==> src/rtl/stream_arb_2to1.sv <==
// stream_arb_2to1: two-source packet arbiter with a single registered output
// stage. A source keeps the grant until its last beat is accepted; sources
// alternate at packet granularity so neither can starve the other.
module stream_arb_2to1 #(
  parameter int DATA_W = 8
) (
  input  logic              clk,
  input  logic              rst,
  input  logic              s0_valid,
  input  logic [DATA_W-1:0] s0_data,
  input  logic              s0_last,
  output logic              s0_ready,
  input  logic              s1_valid,
  input  logic [DATA_W-1:0] s1_data,
  input  logic              s1_last,
  output logic              s1_ready,
  output logic              m_valid,
  output logic [DATA_W-1:0] m_data,
  output logic              m_last,
  input  logic              m_ready,
  output logic              sel,
  output logic              busy
);

  typedef enum logic [1:0] {
    IDLE  = 2'd0,
    LOCK0 = 2'd1,
    LOCK1 = 2'd2
  } state_t;

  state_t            state_q, state_d;
  logic              prio_q, prio_d;
  logic              sel_q, sel_d;
  logic              m_valid_q, m_valid_d;
  logic [DATA_W-1:0] m_data_q, m_data_d;
  logic              m_last_q, m_last_d;

  logic              out_free;
  logic              xfer0, xfer1;

  // Next-state logic: grant selection, beat transfer and output-register pop.
  // Readiness depends only on state and the output register, never on valid.
  always_comb begin
    state_d   = state_q;
    prio_d    = prio_q;
    sel_d     = sel_q;
    m_valid_d = m_valid_q;
    m_data_d  = m_data_q;
    m_last_d  = m_last_q;

    out_free  = ~m_valid_q | m_ready;
    s0_ready  = (state_q == LOCK0) & out_free;
    s1_ready  = (state_q == LOCK1) & out_free;
    xfer0     = s0_valid & s0_ready;
    xfer1     = s1_valid & s1_ready;

    // Downstream pop; a push below in the same cycle overrides it.
    if (m_valid_q & m_ready) begin
      m_valid_d = 1'b0;
    end

    unique case (state_q)
      IDLE: begin
        // Source 0 wins if it is alone or if it holds the round-robin priority.
        if (s0_valid & (~s1_valid | ~prio_q)) begin
          state_d = LOCK0;
          sel_d   = 1'b0;
        end else if (s1_valid) begin
          state_d = LOCK1;
          sel_d   = 1'b1;
        end
      end
      LOCK0: begin
        if (xfer0) begin
          m_valid_d = 1'b1;
          m_data_d  = s0_data;
          m_last_d  = s0_last;
          if (s0_last) begin
            state_d = IDLE;
            prio_d  = 1'b1;
          end
        end
      end
      LOCK1: begin
        if (xfer1) begin
          m_valid_d = 1'b1;
          m_data_d  = s1_data;
          m_last_d  = s1_last;
          if (s1_last) begin
            state_d = IDLE;
            prio_d  = 1'b0;
          end
        end
      end
      default: begin
        state_d = IDLE;
      end
    endcase
  end

  // State and output registers; reset discards any packet in flight.
  always_ff @(posedge clk or posedge rst) begin
    if (rst) begin
      state_q   <= IDLE;
      prio_q    <= 1'b0;
      sel_q     <= 1'b0;
      m_valid_q <= 1'b0;
      m_data_q  <= '0;
      m_last_q  <= 1'b0;
    end else begin
      state_q   <= state_d;
      prio_q    <= prio_d;
      sel_q     <= sel_d;
      m_valid_q <= m_valid_d;
      m_data_q  <= m_data_d;
      m_last_q  <= m_last_d;
    end
  end

  assign m_valid = m_valid_q;
  assign m_data  = m_data_q;
  assign m_last  = m_last_q;
  assign sel     = sel_q;
  assign busy    = (state_q != IDLE);

endmodule
==> config.mk <==
export PLATFORM = sky130hd
export DESIGN_NAME = stream_arb_2to1
export DESIGN_NICKNAME = d
export VERILOG_FILES = /design/src/rtl/stream_arb_2to1.sv
export SDC_FILE = /design/constraint.sdc
export NUM_CORES = 1
export LEC_CHECK = 0
export CAP_MARGIN = 10
export CORE_ASPECT_RATIO = 0.7
export CORE_UTILIZATION = 33
export DETAILED_ROUTE_END_ITERATION = 12
export PLACE_DENSITY = 0.66
export SYNTH_ARGS = -nofsm -noshare
export SYNTH_HDL_FRONTEND = slang
export SYNTH_SLANG_ARGS = --single-unit
==> constraint.sdc <==
create_clock -name clk -period 2.3 [get_ports clk]
set_clock_uncertainty 0.05 [all_clocks]
set_input_delay 0.46 -clock clk [delete_from_list [all_inputs] [get_ports clk]]
set_output_delay 0.46 -clock clk [all_outputs]
set_load 0.03 [all_outputs]
Yosys cells after proc, flatten, opt, wreduce, memory -nomap -nowiden
Index checks and enable logic that the tools add are counted.

Output and inout port bits: 14. Logic and storage cells: 56. Bits of input ports: 23. Bits in registers: 14.

Equality and inequality tests: 7. Muxes and demuxes: 24. Bitwise gates (word level): 11. Reduce and logical (&&, ||, !) cells: 8.

Operator list (number): two-way mux 8 bit (2); one-hot mux 8 bit (2 select lines) (1); two-way mux 2 bit (6); two-way mux 1 bit (11); AND reduction 5 bit (2); inequality test 2 bit (second input constant) (4); bitwise AND 1 bit (6); one-hot mux 1 bit (2 select lines) (3); one-hot mux 2 bit (3 select lines) (1); nonzero test 2 bit (3); inequality test 3 bit (second input constant) (1); inverter 1 bit (3); AND reduction 3 bit (1); equality test 2 x 1 -> 1 bit (second input constant) (1); equality test 2 bit (second input constant) (1); zero test 2 bit (1); bitwise OR 1 bit (2); AND reduction 2 bit (1).

Longest topological paths before layout
Word-level depth: 6. Depth in mapped cells: 8.

Worst setup path before layout
OpenSTA, ideal clock, no wires.

Path type: reg-to-output. Start: register state_q[0]. End: output port s1_ready. Path slack: 0.656 ns. Required time: 1.790 ns. Stages on the path, launching flop included: 6. Data arrival time: 1.134 ns. Cell sequence: dfrtp_1 > inv_1 > ha_1 > buf_6 > buf_6 > and2_1.

Cells in the longest elaborated chain, start to end: 2.

RTL lines: start: declaration (line 31) `state_t state_q, state_d;`; start signal: assignment (line 111) `state_q <= state_d;`; equality test 2 bit (line 53) `s1_ready = (state_q == LOCK1) & out_free;`; bitwise AND 1 bit (line 53); end: declaration (line 16) `output logic s1_ready,`.

No other way between the ends.

Worst setup path after layout
Same ends and word-level chain as after synthesis.

==> results.yml <==
logic_synthesis:
  synth_top_family_by_area: "multiplexers"
  synth_fa_ha_area_share_pct: 4.57
  synth.distinct_cells: 19
  yosysTopAreaCellShare_pct: 42.7
  avgSynthCellArea_um2: 11.6
  yosysSeqAreaShare_pct: 42.7
  synthSimpleGateAreaFrac_pct: 12.2
  syn-instance-count: 71
  yosys_warnings: 0
  synth_mux_area_share_pct: 27.3
  synth_area_um2: 821
  synth-compound-area-share_pct: 6.40
  synth_area_leaders: "dfrtp_1 (43%), mux2_2 (26%), ha_1 (4.6%), inv_1 (4.1%), buf_6 (2.7%)"
  yosys_register_bits: 14
  synth_top_area_cell: "dfrtp_1"
  syn-num-nets: 97
  synth-xor-area-share_pct: 0
setup_path:
  worst-path-stages: 4
  path_max_fanout: 8
  required_ns: 1.79
  r2r_start: "state_q[0]"
  critPathSlowestCell: "dfrtp_1"
  crit_family: "flip-flops"
  critPathBufInv: 2
  cpPeakStageDelay_ns: 0.40
  startpoint_type: "flop"
  crit_arrival_ns: 1.44
  criticalPathCategory: "reg2out"
  r2r-end: "m_data[0]"
  cp_cell_sequence: "inv_1 > ha_1 > and2_1 > buf_4"
  r2r_setup_slack_ns: 0.47
  startpoint: "state_q[0]"
  r2r_cells: 5
  endpoint: "s1_ready"
  cp-end-kind: "primary output"
power:
  total_power_uw: 1850
  vdd_drop_max_mv: 0.609
  power.leakage_uw: 0.000553
  p_per_area_nw_per_um2: 1480
run_status:
  outcome: "finished, final reports clean"
timing:
  clock.fmax_mhz: 514
  drv_slew: 0
  rsz0062_at_grt: "no"
  worst_pin_slew_ns: 0.511
  fin_setup_tns_ns: 0
  relSlewSlack_pct: 65.9
  finalCritPeriodShare_pct: 84.6
  finalHoldViolCount: 0
  setup_viol: 0
  min_period_ns: 1.95
global_routing:
  grt.overflow.total: 0
  antenna_found_initial: 0
  grt_usage_pct: 14.5
  use_met1_pct: 18.3
  grtUsageMet3_pct: 5.07
  grt_pass1_vias: 660
  grt.met2_usage_pct: 23.2
  grt_most_used_layer: "met2"
  grt_max_degree: 15
  grt_pass1_wl_um: 2770
floorplan:
  rows: 14
  core_um2: 2240
  die_h_um: 43.7
  num_io_pins: 37
  initial_core_util_pct: 36.6
  die-area_um2: 2690
  die_x_um: 61.6
cts:
  cts_tree: "done"
  root_buffer: "clkbuf_4"
  clk_latency_ns: 0.27
  cts_buffers: 3
  cts_setup_buffers: 0
  ctsHoldBuffers: 0
  cts-htree-levels: 1
  clk_pin_slew_ns: 0.08
  clockBufferDepth: 2
  cts.sinks: 14
  cts_resized: 0
final_layout:
  nNetsFinal: 138
  antennaDiodeCount: 0
  syn2layout_area_growth_pct: 52.0
  drive_above_1_share_pct: 27.9
placement:
  gp_congestion: 0.737
  io_buffers: 36
  dp_hpwl_um: 1310
routing:
  final_antenna_net_count: 0
  drtIter0Drc: 21
  drcViolationCount: 0
  post_drt_wl_per_cell_um: 11.6
  dr_total_vias: 632
  firstDrtPassIters: 4
  viasPerCell: 4.42
  drt-total-wl_um: 1660
worst_hold_path:
  hp-class: "in2async"
flow_run:
  maxCapViolations: 0
-- how the worst min path moves through the flow --
stage               slack, ns        end      start  cells past startpoint
global placement         0.44  m_data[4]  m_data[4]                      1
finish                   0.46    m_valid        rst                      2
CTS                      0.46  m_data[3]  m_data[3]                      1
detailed placement       0.45  m_data[2]  m_data[2]                      1
floorplan                0.30  m_data[0]        rst                      1
global route             0.49  m_data[6]  m_data[6]                      1
-- cells by family after synthesis --
| kind of cell | after synthesis |
|---|---|
| AND/OR/NAND/NOR | 16 |
| multiplexers | 20 |
| adder cells (fa/ha/maj) | 3 |
| flip-flops | 14 |
| AO/OA/AOI/OAI | 7 |
| buffers and inverters | 11 |
-- metal layers --
metal | wire [um] | vias to the layer above
met3 | 160 | 0
met4 | 0 | 0
met1 | 781 | 287
met5 | 0 | -
li1 | - | 317
met2 | 718 | 28
-- flip-flops by register name, indices dropped and copies added (netlist names) --
name and cells:
state_q 2, m_valid 1, m_last 1, sel 1
m_data 8, prio_q 1
-- where the power goes --
| part | total [uW] | internal [uW] | switching [uW] |
|---|---|---|---|
| registers | 446 | 377 | 69.3 |
| clock network | 172 | 96.2 | 76.3 |
| logic | 1230 | 603 | 625 |
| total | 1850 | 1080 | 771 |
-- cell type report --
cell class | count | area (um^2)
inverters | 9 | 33.8
fillers | 202 | 995
flip-flops and latches | 14 | 350
well taps | 32 | 40.0
clock buffers | 4 | 36.3
multi-input cells | 46 | 414
repair buffers | 38 | 373
-- stage by stage --
| stage | hold slack (ns) | worst slack, ns | cells | util [%] | instance area (um^2) |
|---|---|---|---|---|---|
| 2_1_floorplan | 0.299 | 0.656 | 71 | - | 821 |
| 3_3_place_gp | 0.438 | 0.369 | 139 | 53.9 | 1210 |
| 3_5_place_dp | 0.447 | 0.348 | 139 | 53.9 | 1210 |
| 4_1_cts | 0.463 | 0.0805 | 143 | 55.5 | 1240 |
| 5_1_grt | 0.488 | 0.255 | 143 | 55.6 | 1250 |
| 6_report | 0.458 | 0.354 | 143 | 55.6 | 1250 |
-- worst reg2reg max path: stages, from the launching register on --
cell     delay, ns
dfrtp_1       0.40
inv_1         0.09
ha_1          0.35
buf_4         0.23
mux2_2        0.34
mux2_2        0.26
-- synth_stat cells --
master    instances
nand2b_1          1
mux2_2           19
a21oi_1           2
o21ai_4           1
inv_1             9
nor2_1            2
nor2b_4           1
and2_1            3
ha_1              3
nand3_4           1
buf_6             2
nand2_1           5
mux2i_1           1
nand4_1           2
o21ai_2           1
nand3_1           1
dfrtp_1          14
o21ai_0           2
a22oi_1           1
-- layout by cell type, fill, tap and decap left out, drive strengths merged --
master         Yosys  layout
clkbuf             0       4
nand2              5       5
dfrtp             14      14
and2               3       3
ha                 3       3
buf                2       4
nand4              2       2
nand3              2       2
dlymetal6s2s       0       1
a22oi              1       1
mux2i              1       1
clkdlybuf4s50      0      33
nor2b              1       1
mux2              19      19
inv                9       9
nand2b             1       1
o21ai              4       4
a21oi              2       2
nor2               2       2
(Power assumes the default switching activity.)
==> edit 1 (same settings) <==
`m_data_q` no longer has a reset.
--- a/src/rtl/stream_arb_2to1.sv
+++ b/src/rtl/stream_arb_2to1.sv
@@ -105,16 +105,18 @@
       prio_q    <= 1'b0;
       sel_q     <= 1'b0;
       m_valid_q <= 1'b0;
-      m_data_q  <= '0;
       m_last_q  <= 1'b0;
     end else begin
       state_q   <= state_d;
       prio_q    <= prio_d;
       sel_q     <= sel_d;
       m_valid_q <= m_valid_d;
-      m_data_q  <= m_data_d;
       m_last_q  <= m_last_d;
     end
+  end
+
+  always_ff @(posedge clk) begin
+    m_data_q <= m_data_d;
   end
 
   assign m_valid = m_valid_q;
Check against the original RTL: differs if rst is asserted again (counterexample within 4 cycles, from zero or initial values and one cycle with rst high); with rst held inactive, the same outputs for 10 cycles.
==> edit 1 against the unedited design <==
Final cell count down 6.3%. Sequential cell count unchanged. Cell area decreased by 4.8%. Routed wire length decreased by 2.7%. Worst setup slack worse by 0.13 ns. Area after synthesis decreased by 5.9%. Total power decreased by 8.4%. Utilization fell by 0.97 points. Largest power group unchanged.
==> edit 1: results (changes against the unedited design) <==
Detailed routing
  • Initial DRC count: 7 (was 21)
  • Met2 WL: 723 um (was 718 um)
  • Mean routed wirelength per cell: 12.05 um (was 11.60 um)
  • Top Layer Used: met4 (was met3)
  • Via count: 578 (was 632)
  • WL met3: 167 um (was 160 um)
  • M1 WL: 710 um (was 781 um)

Final layout
  • Dominant class by area: sequential cells (was multi-input gates)
  • Clock-cell share of area: 0.02213 (was 0.02909)
  • Multi-input gate count: 38 (was 46)
  • Fin area: 0.001187 mm2 (was 0.001247 mm2)
  • Sequential cell area share: 0.3288 (was 0.2808)
  • Post-route insts no fill: 134 (was 143)
  • Area of the multi-input gates: 331.6 um2 (was 414.1 um2)
  • Seq cells: 14 (unchanged)
  • Share of cells above drive strength 1: 0.2255 (was 0.2793)

Yosys
  • Top_reg_cell synth: edfxtp_1 (was dfrtp_1)
  • Synth cell types: 24 (was 19)
  • Mux cell area share after synthesis: 0.1880 (was 0.2729)
  • Synthesized Nets: 89 (was 97)
  • Area share of fa/ha/maj cells after synthesis: 0.04862 (was 0.04573)
  • Commonest cells post-synth: 8 x edfxtp_1, 6 x dfrtp_1, 6 x inv_1, 5 x mux2_2, 5 x nand2_1 (was 19 x mux2_2, 14 x dfrtp_1, 9 x inv_1, 5 x nand2_1)
  • Post-synthesis cell count: 63 (was 71)

Status
  • Status: finished clean (unchanged)

Place
  • Placed cell area: 0.001159 mm2 (was 0.001209 mm2)
  • RD Place Congestion: 0.8185 (was 0.7370)
  • Dpl hpwl: 1278 um (was 1308 um)

STA
  • Setup ws final: 0.2219 ns (was 0.3542 ns)

Global routing
  • GRT met2 Usage: 0.2311 (was 0.2323)
  • Largest net degree at the start of global routing: 11 (was 15)
  • Met1 usage: 0.1860 (was 0.1827)
  • M3 GR Usage: 0.07716 (was 0.05075)
  • Global-route wire length before repair: 2656 um (was 2766 um)

Worst setup path
  • Max incr delay on CP: 0.43 ns (was 0.40 ns)
  • Crit Path Max Fanout: 10 (was 8)
  • FF-to-FF End: m_data[3]$_DFFE_PP_ (was m_data[0]$_DFFE_PP0P_)
  • Critical-path top delay cell: ha_1 (was dfrtp_1)

Power and ir drop
  • Internal power: 0.0009924 W (was 0.001075 W)
[edit 1: changes by cell type in the layout (fill, tap and decap cells not counted), sizes merged]
cell,change
edfxtp,+8
nand4,-1
mux2,-8
and3,+1
clkbuf,-1
dfrtp,-8
buf,-1
nand3,-1
and4,+1
clkinv,+1
[edit 1: power groups by stage]
stage	Clock, W	Sequential, W	Combinational [W]
2_1_floorplan	0	0.000684	0.000531
3_3_place_gp	0	0.000494	0.00106
3_5_place_dp	0	0.000493	0.00108
4_1_cts	0.000149	0.000488	0.00108
5_1_grt	0.000166	0.000500	0.00114
6_report	0.000143	0.000486	0.00106
[edit 1: what timing repair did]
action | CTS | global route
setup endpoints to repair | 0 | 1
buffers inserted | 0 | 0
gates resized for setup | 0 | 1
[edit 1: worst reg2reg max path: cells and delay by family (launching register included)]
| family | cells | cell delay [ns] |
|---|---|---|
| fa+ha+maj | 1 | 0.43 |
| flops | 1 | 0.41 |
| mux | 1 | 0.34 |
| buf+inv | 2 | 0.34 |
==> edit 2 (same flow settings) <==
Without the edit above. `DATA_W`: 8 -> 6.
--- a/src/rtl/stream_arb_2to1.sv
+++ b/src/rtl/stream_arb_2to1.sv
@@ -2,7 +2,7 @@
 // stage. A source keeps the grant until its last beat is accepted; sources
 // alternate at packet granularity so neither can starve the other.
 module stream_arb_2to1 #(
-  parameter int DATA_W = 8
+  parameter int DATA_W = 6
 ) (
   input  logic              clk,
   input  logic              rst,
Ports: changed (resized m_data, s0_data and s1_data); port bits go from 37 to 31. The function was not compared with the original's and may differ.
==> edit 2 against the unedited design <==
Sequential cell count shrank 2. Cell area is 8.8% lower. Sequential share of layout area shrank 1.7 points. Area after synthesis fell by 5.9%. Largest cell class unchanged. Worst setup slack worse by 0.12 ns. Total power is 6.0% lower. Routed wire length down 2.0%. Critical path type unchanged. Critical endpoint unchanged.
==> edit 2: results (changes against the unedited design) <==
Worst setup path
  • Worst r2r src: state_q[0]$_DFFE_PP0P_ (unchanged)
  • Crit path DAT: 1.55 ns (was 1.44 ns)
  • Flop2flop setup slack: 0.59 ns (was 0.47 ns)
  • FF-to-FF End: m_data[3]$_DFFE_PP0P_ (was m_data[0]$_DFFE_PP0P_)
  • Critical-path top delay cell: dfrtp_1 (unchanged)
  • Worst Reg-to-Reg Cells: 5 (unchanged)
  • Max incr delay on CP: 0.41 ns
  • Crit Path Max Fanout: 14 (was 8)

Place
  • IO buf count: 30 (was 36)
  • Dpl hpwl: 1261 um (was 1308 um)
  • Pre-CTS WS: 0.2917 ns (was 0.3477 ns)
  • Placed Instances: 125 (was 139)
  • RD Place Congestion: 0.7285 (was 0.7370)

Power and ir drop
  • VDD IR max: 740.5 uV (was 609.0 uV)
  • Pleak: 0.5307 nW (was 0.5534 nW)

STA
  • Max-Slew Margin vs Limit: 0.6825 (was 0.6587)

Final layout
  • Share of cells above drive strength 1: 0.2887 (was 0.2793)
  • Final Net Count: 120 (was 138)
  • Diode count: 0 (unchanged)
  • Max reg flops: 6 (was 8)

Global routing
  • Initial antenna violation count: 0 (unchanged)
  • Global-route wire length before repair: 2732 um (was 2766 um)
  • Overall routing resource usage: 0.1498 (was 0.1445)
  • Total global routing overflow: 0 (unchanged)
  • Number of global-route vias before repair: 611 (was 660)
  • Largest net degree at the start of global routing: 15 (unchanged)

Yosys
  • Syn avg cell area: 12.06 um2 (was 11.56 um2)
  • Synthesized Nets: 86 (was 97)
  • Mux cell area share after synthesis: 0.2836 (was 0.2729)
  • Synth top area cells: dfrtp_1 39%, mux2_4 21%, ha_1 4.9%, o21ai_4 4.2%, inv_1 3.9% (was dfrtp_1 43%, mux2_2 26%, ha_1 4.6%, inv_1 4.1%, buf_6 2.7%)
  • Area share of fa/ha/maj cells after synthesis: 0.04862 (was 0.04573)
  • Synth Area in XOR/XNOR: 0 (unchanged)
  • Commonest cells post-synth: 12 x dfrtp_1, 11 x mux2_4, 8 x inv_1, 6 x nand2_1 (was 19 x mux2_2, 14 x dfrtp_1, 9 x inv_1, 5 x nand2_1)
  • Synth cell types: 23 (was 19)
  • Sequential fraction of the synthesis area: 0.3890 (was 0.4268)
  • Compound-Gate Fraction of Synth Area: 0.08428 (was 0.06402)

Clocking
  • Number of CTS-inserted buffers: 3 (unchanged)
  • Worst-skew pair later-pin latency: 0.27 ns (about the same)
  • CTS root buf: clkbuf_4 (unchanged)
  • Setup Buffers After CTS: 0 (unchanged)
  • H-tree Lvls: 1 (unchanged)
  • Clock slew at reported path FFs: 0.08 ns (about the same)

Detailed routing
  • Via count: 564 (was 632)
  • Routed vias/inst: 4.372 (was 4.420)
  • Total Wirelength: 1626 um (was 1659 um)
  • Initial DRC count: 9 (was 21)
  • DR pass1 iterations: 3 (was 4)

Status
  • Status: finished clean (unchanged)
==> edit 2: cell types whose count changed in the layout (fill, tap and decap cells not counted), moves of 2 or more <==
| cell | before | now |
|---|---|---|
| mux2_2 | 19 | 2 |
| clkdlybuf4s50_1 | 33 | 27 |
| mux2_4 | 0 | 11 |
| dfrtp_1 | 14 | 12 |
| and2_1 | 3 | 1 |
| buf_4 | 4 | 2 |
==> edit 2: per-stage QoR <==
stage	cell area (um2)	hold WS (ns)
floorplan	772.0	0.2747
global placement	1096	0.4394
detailed placement	1096	0.4470
CTS	1135	0.4587
global route	1137	0.4792
finish	1137	0.4436
==> edit 2: how the worst max path moves through the flow <==
stage / start / endpoint / slack [ns]
after global placement: state_q[0]$_DFFE_PP0P_ / s1_ready / 0.33
after floorplan: state_q[0]$_DFFE_PP0P_ / s1_ready / 0.65
after CTS: state_q[0]$_DFFE_PP0P_ / busy / 0.04
final: state_q[0]$_DFFE_PP0P_ / s1_ready / 0.24
after detailed placement: state_q[0]$_DFFE_PP0P_ / s1_ready / 0.29
after global routing: state_q[0]$_DFFE_PP0P_ / s1_ready / 0.15
==> edit 2: layout make-up <==
type	count	area [um2]
Multi-Input combinational cell	42	429.2
Fill cell	201	1035
Timing Repair Buffer	30	297.8
Sequential cell	12	300.3
Inverter	9	33.78
Tap cell	32	40.04
Clock buffer	4	36.28
==> edit 2: metal layers <==
layer	up-vias	GRT usage	wire [um]
met2	19	0.2333	762
met4	0	0.02791	13
met1	263	0.1908	748
met5	-	0	0
met3	2	0.06790	101
li1	280	-	-
==> edit 2: worst reg2reg max path, cell delays in order, from the launching register on <==
cell	delay, ns
dfrtp_1	0.41
inv_1	0.09
ha_2	0.41
o21ai_4	0.14
nand3_4	0.18
mux2_4	0.32
==> edit 2: repair_timing <==
action,in CTS,in global routing
pin swaps,0,0
hold endpoints to repair,0,0
endpoints found under the setup margin,1,1
resized for setup,1,1
==> edit 2: kinds of logic after synthesis <==
logic type                 after synthesis
DFF                                     12
AOI/OAI and AO/OA                        7
muxes                                   16
buffers and inverters                   10
and+or+nand+nor                         16
adders and majority gates                3
==> edit 2: power by group <==
group	switching [W]	internal, W	total, W
Sequential	0.0000571	0.000322	0.000379
Clock	0.0000720	0.0000962	0.000168
Combinational	0.000592	0.000596	0.00119
